File: config.mk
export PLATFORM = sky130hd
export DESIGN_NAME = out_port_uart_tx_flat
export DESIGN_NICKNAME = d
export VERILOG_FILES = /design/src/rtl/out_port_uart_tx_pkg.sv /design/src/rtl/out_port_uart_tx_if.sv /design/src/rtl/out_port_uart_tx_uart_byte_tx.sv /design/src/rtl/out_port_uart_tx.sv /design/src/flat_wrapper.sv
export SDC_FILE = /design/constraint.sdc
export NUM_CORES = 1
export LEC_CHECK = 0
export ABC_CLOCK_PERIOD_IN_PS = 2600
export BUFFER_PORTS_ARGS = -buffer_cell sky130_fd_sc_hd__buf_2
export CORE_AREA = 3 3 88 111
export CTS_CLUSTER_SIZE = 25
export DETAILED_ROUTE_END_ITERATION = 16
export DIE_AREA = 0 0 91 114
export PLACE_DENSITY = 0.72
export SYNTH_ARGS = -nofsm -noshare
export SYNTH_HDL_FRONTEND = slang
export SYNTH_SLANG_ARGS = --single-unit
export TNS_END_PERCENT = 30
File: constraint.sdc
create_clock -name clk_i -period 2.6 [get_ports clk_i]
set_input_delay 0 -clock clk_i [delete_from_list [all_inputs] [get_ports clk_i]]
set_output_delay 0 -clock clk_i [all_outputs]
set_load 0.05 [all_outputs]
File: src/rtl/out_port_uart_tx_pkg.sv
`default_nettype none
// ============================================================================
// Module      : out_port_uart_tx_pkg
// Description : Shared constants for the CPU output-port UART streamer.
//               Holds the UART serializer state encodings and the 8N1
//               frame geometry used by the serializer and its parent.
// Revision    : 1.0 - initial release
// ============================================================================
package out_port_uart_tx_pkg;

  // Serializer states; encodings are fixed so they read the same in
  // waveforms as in the design notes.
  typedef enum logic [1:0] {
    UART_IDLE  = 2'd0,
    UART_START = 2'd1,
    UART_DATA  = 2'd2,
    UART_STOP  = 2'd3
  } uart_state_t;

  // 8N1 frame geometry
  localparam int UART_DATA_BITS  = 8;
  localparam int UART_START_BITS = 1;
  localparam int UART_STOP_BITS  = 1;
  localparam int UART_FRAME_BITS = UART_START_BITS + UART_DATA_BITS + UART_STOP_BITS;

endpackage
`default_nettype wire

File: src/rtl/out_port_uart_tx_if.sv
`default_nettype none
// ============================================================================
// Module      : out_port_uart_tx_if
// Description : Bundle between the CPU output port and the UART streamer.
//               master : CPU side (drives data_i / ld_ni, sees status)
//               slave  : streamer side (takes data_i / ld_ni, drives
//                        tx_o, busy_o, full_o, overflow_o)
// Revision    : 1.0 - initial release
// ============================================================================
interface out_port_uart_tx_if #(
  parameter int DATA_WIDTH = 16
);
  logic [DATA_WIDTH-1:0] data_i;      // word from the CPU output mux
  logic                  ld_ni;       // active-low output-load strobe
  logic                  tx_o;        // UART line, idle high
  logic                  busy_o;      // FIFO non-empty or word in flight
  logic                  full_o;      // FIFO holds FIFO_DEPTH words
  logic                  overflow_o;  // sticky dropped-push flag

  modport master (
    output data_i, ld_ni,
    input  tx_o, busy_o, full_o, overflow_o
  );

  modport slave (
    input  data_i, ld_ni,
    output tx_o, busy_o, full_o, overflow_o
  );
endinterface
`default_nettype wire

File: src/rtl/out_port_uart_tx_uart_byte_tx.sv
`default_nettype none
// ============================================================================
// Module      : uart_byte_tx
// Description : 8N1 byte serializer (start, 8 data bits LSB first, stop).
//   clk_i    in   system clock
//   reset_ni in   asynchronous active-low reset
//   start_i  in   accept byte_i (sampled in IDLE, or on the last STOP cycle)
//   byte_i   in   byte to send
//   tx_o     out  registered serial line, idle high
//   done_o   out  high on the final cycle of the stop bit
// Revision    : 1.0 - initial release
// ============================================================================
module uart_byte_tx
  import out_port_uart_tx_pkg::*;
#(
  parameter int CLKS_PER_BIT = 104
) (
  input  wire logic       clk_i,
  input  wire logic       reset_ni,
  input  wire logic       start_i,
  input  wire logic [7:0] byte_i,
  output logic            tx_o,
  output logic            done_o
);

  localparam int            CW         = (CLKS_PER_BIT > 1) ? $clog2(CLKS_PER_BIT) : 1;
  localparam logic [CW-1:0] C_CNT_LAST = CW'(CLKS_PER_BIT - 1);
  localparam logic [2:0]    C_BIT_LAST = 3'(UART_DATA_BITS - 1);

  uart_state_t   r_state;
  logic [CW-1:0] r_cnt;
  logic [2:0]    r_bit;
  logic [7:0]    r_byte;
  logic          r_tx;

  logic          w_bit_end;
  logic [2:0]    w_bit_nxt;

  assign w_bit_end = (r_cnt == C_CNT_LAST);
  assign w_bit_nxt = r_bit + 3'd1;

  always_ff @(posedge clk_i or negedge reset_ni) begin
    if (!reset_ni) begin
      r_state <= UART_IDLE;
      r_cnt   <= '0;
      r_bit   <= '0;
      r_byte  <= '0;
      r_tx    <= 1'b1;
    end else begin
      r_cnt <= r_cnt + 1'b1;
      case (r_state)
        UART_IDLE: begin
          r_cnt <= '0;
          r_tx  <= 1'b1;
          if (start_i) begin
            r_byte  <= byte_i;
            r_tx    <= 1'b0;
            r_state <= UART_START;
          end
        end
        UART_START: begin
          if (w_bit_end) begin
            r_cnt   <= '0;
            r_bit   <= '0;
            r_tx    <= r_byte[0];
            r_state <= UART_DATA;
          end
        end
        UART_DATA: begin
          if (w_bit_end) begin
            r_cnt <= '0;
            if (r_bit == C_BIT_LAST) begin
              r_tx    <= 1'b1;
              r_state <= UART_STOP;
            end else begin
              r_bit <= w_bit_nxt;
              r_tx  <= r_byte[w_bit_nxt];
            end
          end
        end
        UART_STOP: begin
          if (w_bit_end) begin
            r_cnt <= '0;
            // Chain the next byte straight into its start bit so the
            // bytes of one word leave with no idle gap between them.
            if (start_i) begin
              r_byte  <= byte_i;
              r_tx    <= 1'b0;
              r_state <= UART_START;
            end else begin
              r_tx    <= 1'b1;
              r_state <= UART_IDLE;
            end
          end
        end
        default: begin
          r_cnt   <= '0;
          r_tx    <= 1'b1;
          r_state <= UART_IDLE;
        end
      endcase
    end
  end

  assign tx_o   = r_tx;
  assign done_o = (r_state == UART_STOP) && w_bit_end;

endmodule
`default_nettype wire

File: src/rtl/out_port_uart_tx.sv
`default_nettype none
// ============================================================================
// Module      : out_port_uart_tx
// Description : Captures every CPU output-port load into a small FIFO and
//               streams each word over UART 8N1, most-significant byte first.
//   clk_i    in   system clock
//   reset_ni in   asynchronous active-low reset
//   bus      slave modport: data_i/ld_ni in; tx_o/busy_o/full_o/overflow_o out
// Revision    : 1.0 - initial release
// ============================================================================
module out_port_uart_tx
  import out_port_uart_tx_pkg::*;
#(
  parameter int DATA_WIDTH   = 16,
  parameter int CLKS_PER_BIT = 104,
  parameter int FIFO_DEPTH   = 4
) (
  input  wire logic            clk_i,
  input  wire logic            reset_ni,
  out_port_uart_tx_if.slave    bus
);

  localparam int NB = DATA_WIDTH / UART_DATA_BITS;
  localparam int AW = $clog2(FIFO_DEPTH);
  localparam int PW = AW + 1;
  localparam int IW = (NB > 1) ? $clog2(NB) : 1;
  localparam logic [IW-1:0] C_IDX_TOP = IW'(NB - 1);

  logic [DATA_WIDTH-1:0] r_mem [FIFO_DEPTH];
  logic [PW-1:0]         r_wr;
  logic [PW-1:0]         r_rd;
  logic                  r_ovf;
  logic                  r_active;   // a word is being serialized
  logic [IW-1:0]         r_idx;      // byte index currently on the line
  logic [NB-1:0][7:0]    r_sw;       // shift word popped from the FIFO

  logic                  w_empty;
  logic                  w_full;
  logic                  w_push_req;
  logic                  w_push;
  logic [NB-1:0][7:0]    w_head;
  logic                  w_done;
  logic                  w_start_first;
  logic                  w_start_next;
  logic                  w_start;
  logic [IW-1:0]         w_idx_dec;
  logic [7:0]            w_byte;
  logic                  w_tx;

  assign w_empty    = (r_wr == r_rd);
  assign w_full     = (r_wr[PW-1] != r_rd[PW-1]) && (r_wr[AW-1:0] == r_rd[AW-1:0]);
  assign w_push_req = !bus.ld_ni;
  // Full is judged on the pre-edge state, so a same-cycle pop never
  // rescues a push into a full FIFO.
  assign w_push     = w_push_req && !w_full;
  assign w_head     = r_mem[r_rd[AW-1:0]];

  // The first byte of a word comes straight from the FIFO head so the start
  // bit begins in the cycle right after the pop.
  assign w_start_first = !r_active && !w_empty;
  assign w_start_next  = r_active && w_done && (r_idx != '0);
  assign w_start       = w_start_first || w_start_next;
  assign w_idx_dec     = r_idx - 1'b1;
  assign w_byte        = w_start_first ? w_head[C_IDX_TOP] : r_sw[w_idx_dec];

  always_ff @(posedge clk_i) begin
    if (w_push) begin
      r_mem[r_wr[AW-1:0]] <= bus.data_i;
    end
  end

  always_ff @(posedge clk_i or negedge reset_ni) begin
    if (!reset_ni) begin
      r_wr     <= '0;
      r_rd     <= '0;
      r_ovf    <= 1'b0;
      r_active <= 1'b0;
      r_idx    <= '0;
      r_sw     <= '0;
    end else begin
      if (w_push) begin
        r_wr <= r_wr + 1'b1;
      end
      if (w_push_req && w_full) begin
        r_ovf <= 1'b1;
      end
      if (w_start_first) begin
        r_rd     <= r_rd + 1'b1;
        r_sw     <= w_head;
        r_idx    <= C_IDX_TOP;
        r_active <= 1'b1;
      end else if (w_start_next) begin
        r_idx <= w_idx_dec;
      end else if (r_active && w_done) begin
        r_active <= 1'b0;
      end
    end
  end

  uart_byte_tx #(
    .CLKS_PER_BIT (CLKS_PER_BIT)
  ) u_byte_tx (
    .clk_i    (clk_i),
    .reset_ni (reset_ni),
    .start_i  (w_start),
    .byte_i   (w_byte),
    .tx_o     (w_tx),
    .done_o   (w_done)
  );

  assign bus.tx_o       = w_tx;
  assign bus.busy_o     = !w_empty || r_active;
  assign bus.full_o     = w_full;
  assign bus.overflow_o = r_ovf;

endmodule
`default_nettype wire

File: src/flat_wrapper.sv
// flat-port wrapper written by rule: the top's interface ports become plain ports
module out_port_uart_tx_flat import out_port_uart_tx_pkg::*;
#(
  parameter int DATA_WIDTH   = 16,
  parameter int CLKS_PER_BIT = 104,
  parameter int FIFO_DEPTH   = 4
)
  (clk_i, reset_ni, bus_data_i, bus_ld_ni, bus_tx_o, bus_busy_o, bus_full_o, bus_overflow_o);
  out_port_uart_tx_if #(.DATA_WIDTH(DATA_WIDTH)) bus_i ();
  input  wire logic clk_i;
  input  wire logic reset_ni;
  input wire logic [$bits(bus_i.data_i)-1:0] bus_data_i;
  input wire logic [$bits(bus_i.ld_ni)-1:0] bus_ld_ni;
  output wire logic [$bits(bus_i.tx_o)-1:0] bus_tx_o;
  output wire logic [$bits(bus_i.busy_o)-1:0] bus_busy_o;
  output wire logic [$bits(bus_i.full_o)-1:0] bus_full_o;
  output wire logic [$bits(bus_i.overflow_o)-1:0] bus_overflow_o;
  assign bus_i.data_i = bus_data_i;
  assign bus_i.ld_ni = bus_ld_ni;
  assign bus_tx_o = bus_i.tx_o;
  assign bus_busy_o = bus_i.busy_o;
  assign bus_full_o = bus_i.full_o;
  assign bus_overflow_o = bus_i.overflow_o;
  out_port_uart_tx #(.DATA_WIDTH(DATA_WIDTH), .CLKS_PER_BIT(CLKS_PER_BIT), .FIFO_DEPTH(FIFO_DEPTH)) u_core (.clk_i(clk_i), .reset_ni(reset_ni), .bus(bus_i));
endmodule
After elaboration in Yosys (flattened, before gate mapping):

Memories as Yosys holds them, arrays and structs flattened.
Index checks and enable logic that the tools add are counted.

* add/sub/neg operators: 5
* multipliers: 0
* divide/modulo/power cells: 0
* magnitude comparators: 2
* eq/ne operators: 15
* shifts and indexed selects: 0
* multiplexer cells: 34
* bitwise gates (word level): 0
* reduce and logical (&&, ||, !) cells: 24

Operator list (count)
* two-way mux 8 bit: 5
* one-hot mux 8 bit (2 select lines): 1
* two-way mux 1 bit: 14
* one-hot mux 7 bit (2 select lines): 1
* inequality test 2 bit (second input constant): 6
* two-way mux 2 bit: 5
* adder 3 x 1 -> 3 bit (second input constant): 3
* two-way mux 3 bit: 3
* one-hot mux 2 bit (4 select lines): 1
* nonzero test 2 bit: 4
* adder 7 x 1 -> 7 bit (second input constant): 1
* == test 7 bit (second input constant): 1
* logical AND 1 bit: 7
* two-way mux 7 bit: 1
* one-hot mux 3 bit (2 select lines): 1
* AND reduction 5 bit: 1
* == test 2 bit (second input constant): 2
* zero test 1 bit: 4
* < comparator 3 x 4 -> 1 bit (second input constant): 1
* one-hot mux 1 bit (4 select lines): 1
* AND reduction 2 bit: 2
* AND reduction 4 bit: 1
* binary-select mux 1 bit (select 3 bit): 1
* == test 3 bit: 1
* 11 further kinds: 12

* register bits after elaboration: 46
* latch bits: 0
* bits in writable memories: 64
* memory bits (read-only): 0
* output and inout port bits: 4
* word-level logic and storage cells: 93
* memories: 1

Memory list
* u_core.r_mem: depth 4, bits a word 16, read ports 1, clocked after Yosys merged registers in 0, wr ports 1, RTL line out_port_uart_tx.sv:29 `logic [DATA_WIDTH-1:0] r_mem [FIFO_DEPTH];`

Longest topological paths before layout:

* depth after elaboration: 8
* mapped depth: 7
* mapped depth without buffers: 7

By module:

Synthesis repeated with hierarchy kept, for this count alone.

* cells, all modules: 288
* area total of the unflattened synthesis: 4963.5 um^2

By module, submodules not included
* out_port_uart_tx: times used 1, cells an instance 181, area an instance 3743.6 um^2, sequential area each 2547.4 um^2
* uart_byte_tx: times used 1, cells an instance 107, area an instance 1219.9 um^2, sequential area each 526.8 um^2

Worst setup path after synthesis:

No wires, ideal clock.

* kind: register to register
* start: register u_core.r_rd[1]
* end: register u_core.r_wr[2]
* setup time: 154 ps
* arrival time: 2834 ps
* slack: -388 ps
* cell stages (with the launch flop): 7
* clock period less this slack: 2988 ps
* cell sequence: dfrtp_1 -> buf_4 -> xor2_1 -> nor3_1 -> nor2_1 -> and2_1 -> xor2_1

* word-level cells in the longest chain between the ends: 4

RTL lines
* start, declared: RTL line out_port_uart_tx.sv:31 `logic [PW-1:0] r_rd;`
* start signal, assigned: RTL line out_port_uart_tx.sv:88 `r_rd <= r_rd + 1'b1;`
* == test 2 bit: RTL line out_port_uart_tx.sv:51 `assign w_full = (r_wr[PW-1] != r_rd[PW-1]) && (r_wr[AW-1:0] == r_rd[AW-1:0]);`
* logical AND 1 bit: RTL line out_port_uart_tx.sv:51
* net bus_full_o: RTL line flat_wrapper.sv:16 `output wire logic [$bits(bus_i.full_o)-1:0] bus_full_o;`
* zero test 1 bit: RTL line out_port_uart_tx.sv:55 `assign w_push = w_push_req && !w_full;`
* logical AND 1 bit: RTL line out_port_uart_tx.sv:55
* end signal, assigned: RTL line out_port_uart_tx.sv:82 `r_wr <= r_wr + 1'b1;`
* end, declared: RTL line out_port_uart_tx.sv:30 `logic [PW-1:0] r_wr;`

The timed path passes the listed nets, and every way through them passes these cells.
A chain may end at the register's enable or synchronous reset.

Worst setup path in the final report:

* start: register u_core.r_rd[0]
* end: register u_core.u_byte_tx.r_byte[7]

* word-level cells in the longest chain between the ends: 7
* elaborated cells between the ends (all ways): 9
* those cells by class: eq/ne: 1; mux: 4; reduce/logical: 3; memory: 1

RTL lines
* == test 3 bit: RTL line out_port_uart_tx.sv:50 `assign w_empty = (r_wr == r_rd);`
* zero test 1 bit: RTL line out_port_uart_tx.sv:60 `assign w_start_first = !r_active && !w_empty;`
* logical AND 1 bit: RTL line out_port_uart_tx.sv:60
* two-way mux 8 bit / logical OR 1 bit (equally long branches): RTL line out_port_uart_tx.sv:64, out_port_uart_tx.sv:62
* two-way mux 8 bit (*): RTL line out_port_uart_tx_uart_byte_tx.sv:55, out_port_uart_tx_uart_byte_tx.sv:86
* two-way mux 8 bit: RTL line out_port_uart_tx_uart_byte_tx.sv:82 `if (w_bit_end) begin`
* one-hot mux 8 bit (2 select lines) (*): RTL line out_port_uart_tx_uart_byte_tx.sv:51 `case (r_state)`
* end signal, assigned: RTL line out_port_uart_tx_uart_byte_tx.sv:56 `r_byte <= byte_i;`
* end signal, assigned: RTL line out_port_uart_tx_uart_byte_tx.sv:87 `r_byte <= byte_i;`
* end, declared: RTL line out_port_uart_tx_uart_byte_tx.sv:33 `logic [7:0] r_byte;`

Mark *: on every way between the ends. The rest lies on a longest branch, timed or not. The select of a mux whose other input is x is not followed.

==> summary.txt <==
placed insts -> 416
RSZ-0062 raised after global routing -> no
register area share after synthesis -> 63.77%
fin crit share -> 77.75%
DR iter-0 viols -> 108
Crit path max-delay family -> multiplexers
Initial DRT Pass Iterations -> 4
initial antenna violation count -> 0
worst r2r src -> u_core.r_rd[0]
post-synthesis cell type count -> 45
CP Max Fanout -> 18
Main synth FF type -> edfxtp_1
Final min period -> 2.022 ns
critical path type -> flop to flop
cts bufs inserted -> 9
I/O Buffers -> 22
gr ovfl total -> 0
core region area -> 8748 µm²
hold_ws -> 0.3496 ns
largest net degree at the start of global routing -> 47
Mean Syn Cell Area -> 17.40 µm²
# nets final -> 357
most frequent CP cell -> mux2_2
Area growth, synth to finish -> 13.39%
Final Hold Vio Count -> 0
Clk pin slew, worst setup/hold paths -> 0.10 ns
CP bufs+invs -> 1
# Post-CTS Setup Buffers -> 0
Layout fillers -> 650
VDD IR max -> 0.0004778 V
cells after synthesis -> 277
Design Area, Final -> 5466 µm²
number of flops mapped to enable cells by yosys -> 64
top-level I/O count -> 23
Post-DP Area -> 5079 µm²
Final setup violation count -> 0
FF-to-FF path depth -> 4
Mapped Area -> 4821 µm²
crit-path cells -> buf_4 > mux4_1 > mux2_2 > mux2_2
Post-Layout Cell Count -> 450
number of synthesized register bits -> 110
Post-synth ARST share -> 41.82%
Vias/cell -> 5.540
RR Endpoint -> u_core.u_byte_tx.r_byte[7]
R2R Setup Slk -> 0.58 ns
CP endpoint kind -> flop
clock latency on the worst-skew pair -> 0.36 ns
sw frac -> 30.11%
post_cts resized -> 0
Total Routing Usage GR -> 16.21%
via count -> 2493
Clock Skew -> 0.009284 ns
cell leakage power -> 2.144 nW
CTS sink count -> 110
Antenna diodes -> 0
Antenna Nets Post-Route -> 0
row count -> 38
vias in the first global route -> 2615
status -> completed
CP startpoint kind -> flop
Arrival @ worst endpoint -> 2.28 ns
routed len/inst -> 17.02 µm
ratio of cells with drive above 1 in the final layout -> 29.70%
# Max-Cap Violations -> 0
Initial Util -> 55.11%
Remaining DRCs -> 0
PwrDens -> 819.1 nW/µm²
Flop pwr share -> 52.1%
Hold Path Class -> input port to asynchronous set/reset pin
Mapped Nets -> 309
final setup TNS -> 0 ns
first-pass GRT wire length -> 13.03 mm
Sw Pwr -> 1.348 mW
die area -> 10370 µm²
CP Data Required Time -> 2.85 ns
Slew headroom -> 32.30%
routability congestion estimate from global placement -> 0.7825
worst-margin pin slew -> 1.015 ns
Power Internal -> 3.129 mW
Max clock buf depth -> 2
Crit path largest cell delay -> 0.65 ns
Clk network pwr share -> 23.6%
DP HPWL -> 4.872 mm
Root Driver -> clkbuf_8
Final Max Slew Viols -> 0
CTS tree -> yes
Syn. warnings -> 0
number of H-tree levels -> 3
Max Freq -> 0.4947 GHz
Slowest-stage cell, CP -> mux4_1
logic gate share of total power -> 24.4%
wirelength, routed -> 7.657 mm
Die X -> 91 µm
die height -> 114 µm
## power groups by stage
stage,sequential (mW),combinational (mW),clock (mW)
after floorplan,2.38,0.766,0
after global placement,2.35,1.07,0
after detailed placement,2.37,1.08,0
after CTS,2.33,1.11,1.08
after global routing,2.37,1.21,1.16
final,2.33,1.09,1.06
## worst register-to-register path, cell delays in order, from the launching register on
cell and delay [ns]:
dfrtp_1 0.40, buf_4 0.31, mux4_1 0.66, mux2_2 0.30, mux2_2 0.26
## flip-flops by register name (all words and copies together) (netlist names)
name                      count
u_core.r_sw                  16
u_core.r_wr                   3
u_core.r_mem                 64
u_core.r_idx                  1
u_core.u_byte_tx.r_state      2
u_core.bus.overflow_o         1
u_core.r_active               1
u_core.u_byte_tx.r_bit        3
u_core.u_byte_tx.r_byte       8
u_core.u_byte_tx.r_cnt        7
u_core.r_rd                   3
u_core.u_byte_tx.tx_o         1
## kinds of logic (layout without fill, tap and decap cells)
| group | after synthesis | in the layout | synth area share (%) |
|---|---|---|---|
| muxes | 61 | 61 | 19.70 |
| adders and majority gates | 13 | 13 | 3.374 |
| and+or+nand+nor | 38 | 38 | 4.412 |
| buffers and inverters | 17 | 70 | 2.232 |
| DFF | 110 | 110 | 63.77 |
| xor gates and xnor gates | 12 | 12 | 2.180 |
| AOI/OAI and AO/OA | 26 | 26 | 4.334 |
## synth_stat cells (all sizes together) (2+ instances only)
master	number	area share, %
a21o	2	0.31
a21oi	2	0.21
a22o	6	1.1
and2	5	0.65
and3	2	0.26
buf	7	1.5
clkbuf	3	0.23
dfrtp	45	23
edfxtp	64	40
ha	13	3.4
inv	7	0.55
mux2	43	10
mux4	18	9.6
nand2	6	0.47
nand2b	2	0.26
nand3	4	0.42
nor2	5	0.39
nor2b	3	0.39
nor3	6	0.73
o21ai	7	0.96
xnor2	6	1.1
xor2	6	1.1
## layout by cell type, fill, tap and decap left out, types with 3 or more instances in the layout
cell and count:
mux2_2 42, ha_1 13, buf_4 6, a22o_1 6, nand3_1 4, dlygate4sd3_1 18, nor2b_1 3, and2_1 5
buf_2 22, dfrtp_1 45, inv_1 7, o21ai_0 5, xor2_1 6, nor3_1 4, edfxtp_1 64, xnor2_1 6
nor2_1 5, mux4_2 3, mux4_1 15, nand2_1 6, clkbuf_8 9
## per-layer routing
layer  track usage (%)  vias up  wire length, µm  part of all wire (%)
met5                 0        -                0                     0
met4             5.131        0               95                   1.2
met3             3.364       11              233                   3.0
met2             28.54       46             4119                    54
met1             20.16     1259             3208                    42
li1                  -     1177                -                     -
## metrics by stage
step / total power [mW] / utilization (%) / worst slack, ns
6_report: 4.477 / 62.49 / 0.5784
5_1_grt: 4.734 / 62.49 / 0.4515
4_1_cts: 4.523 / 62.49 / 0.5288
3_5_place_dp: 3.456 / 58.05 / 0.5569
3_3_place_gp: 3.418 / 58.05 / 0.6019
2_1_floorplan: 3.150 / - / 0.1630
## final cells by class
type	instances	area (µm²)	share of cell area, %
flip-flops and latches	110	3074	56.24
multi-input cells	150	1653	30.24
repair buffers	47	355.3	6.500
well taps	120	150.1	2.747
clock buffers	9	123.9	2.266
clock inverters	7	83.83	1.534
inverters	7	26.28	0.4807
## worst max-delay path by stage
stage	startpoint	endpoint	slack, ns	cells past startpoint
floorplan	u_core.r_rd[1]	u_core.r_wr[2]	0.16	6
global placement	u_core.r_rd[0]	u_core.u_byte_tx.r_byte[7]	0.60	4
detailed placement	u_core.r_wr[1]	u_core.r_mem[3][5]	0.56	5
CTS	u_core.r_wr[1]	u_core.r_mem[3][12]	0.53	5
global route	u_core.r_wr[0]	u_core.r_mem[3][12]	0.45	5
finish	u_core.r_rd[0]	u_core.u_byte_tx.r_byte[7]	0.58	4
## what timing repair did
item                                   4_1_cts  5_1_grt
hold buffers                                18        0
endpoints found under the hold margin      111        0
setup endpoints to repair                    0        0
Power figures use the tool's default switching activity.
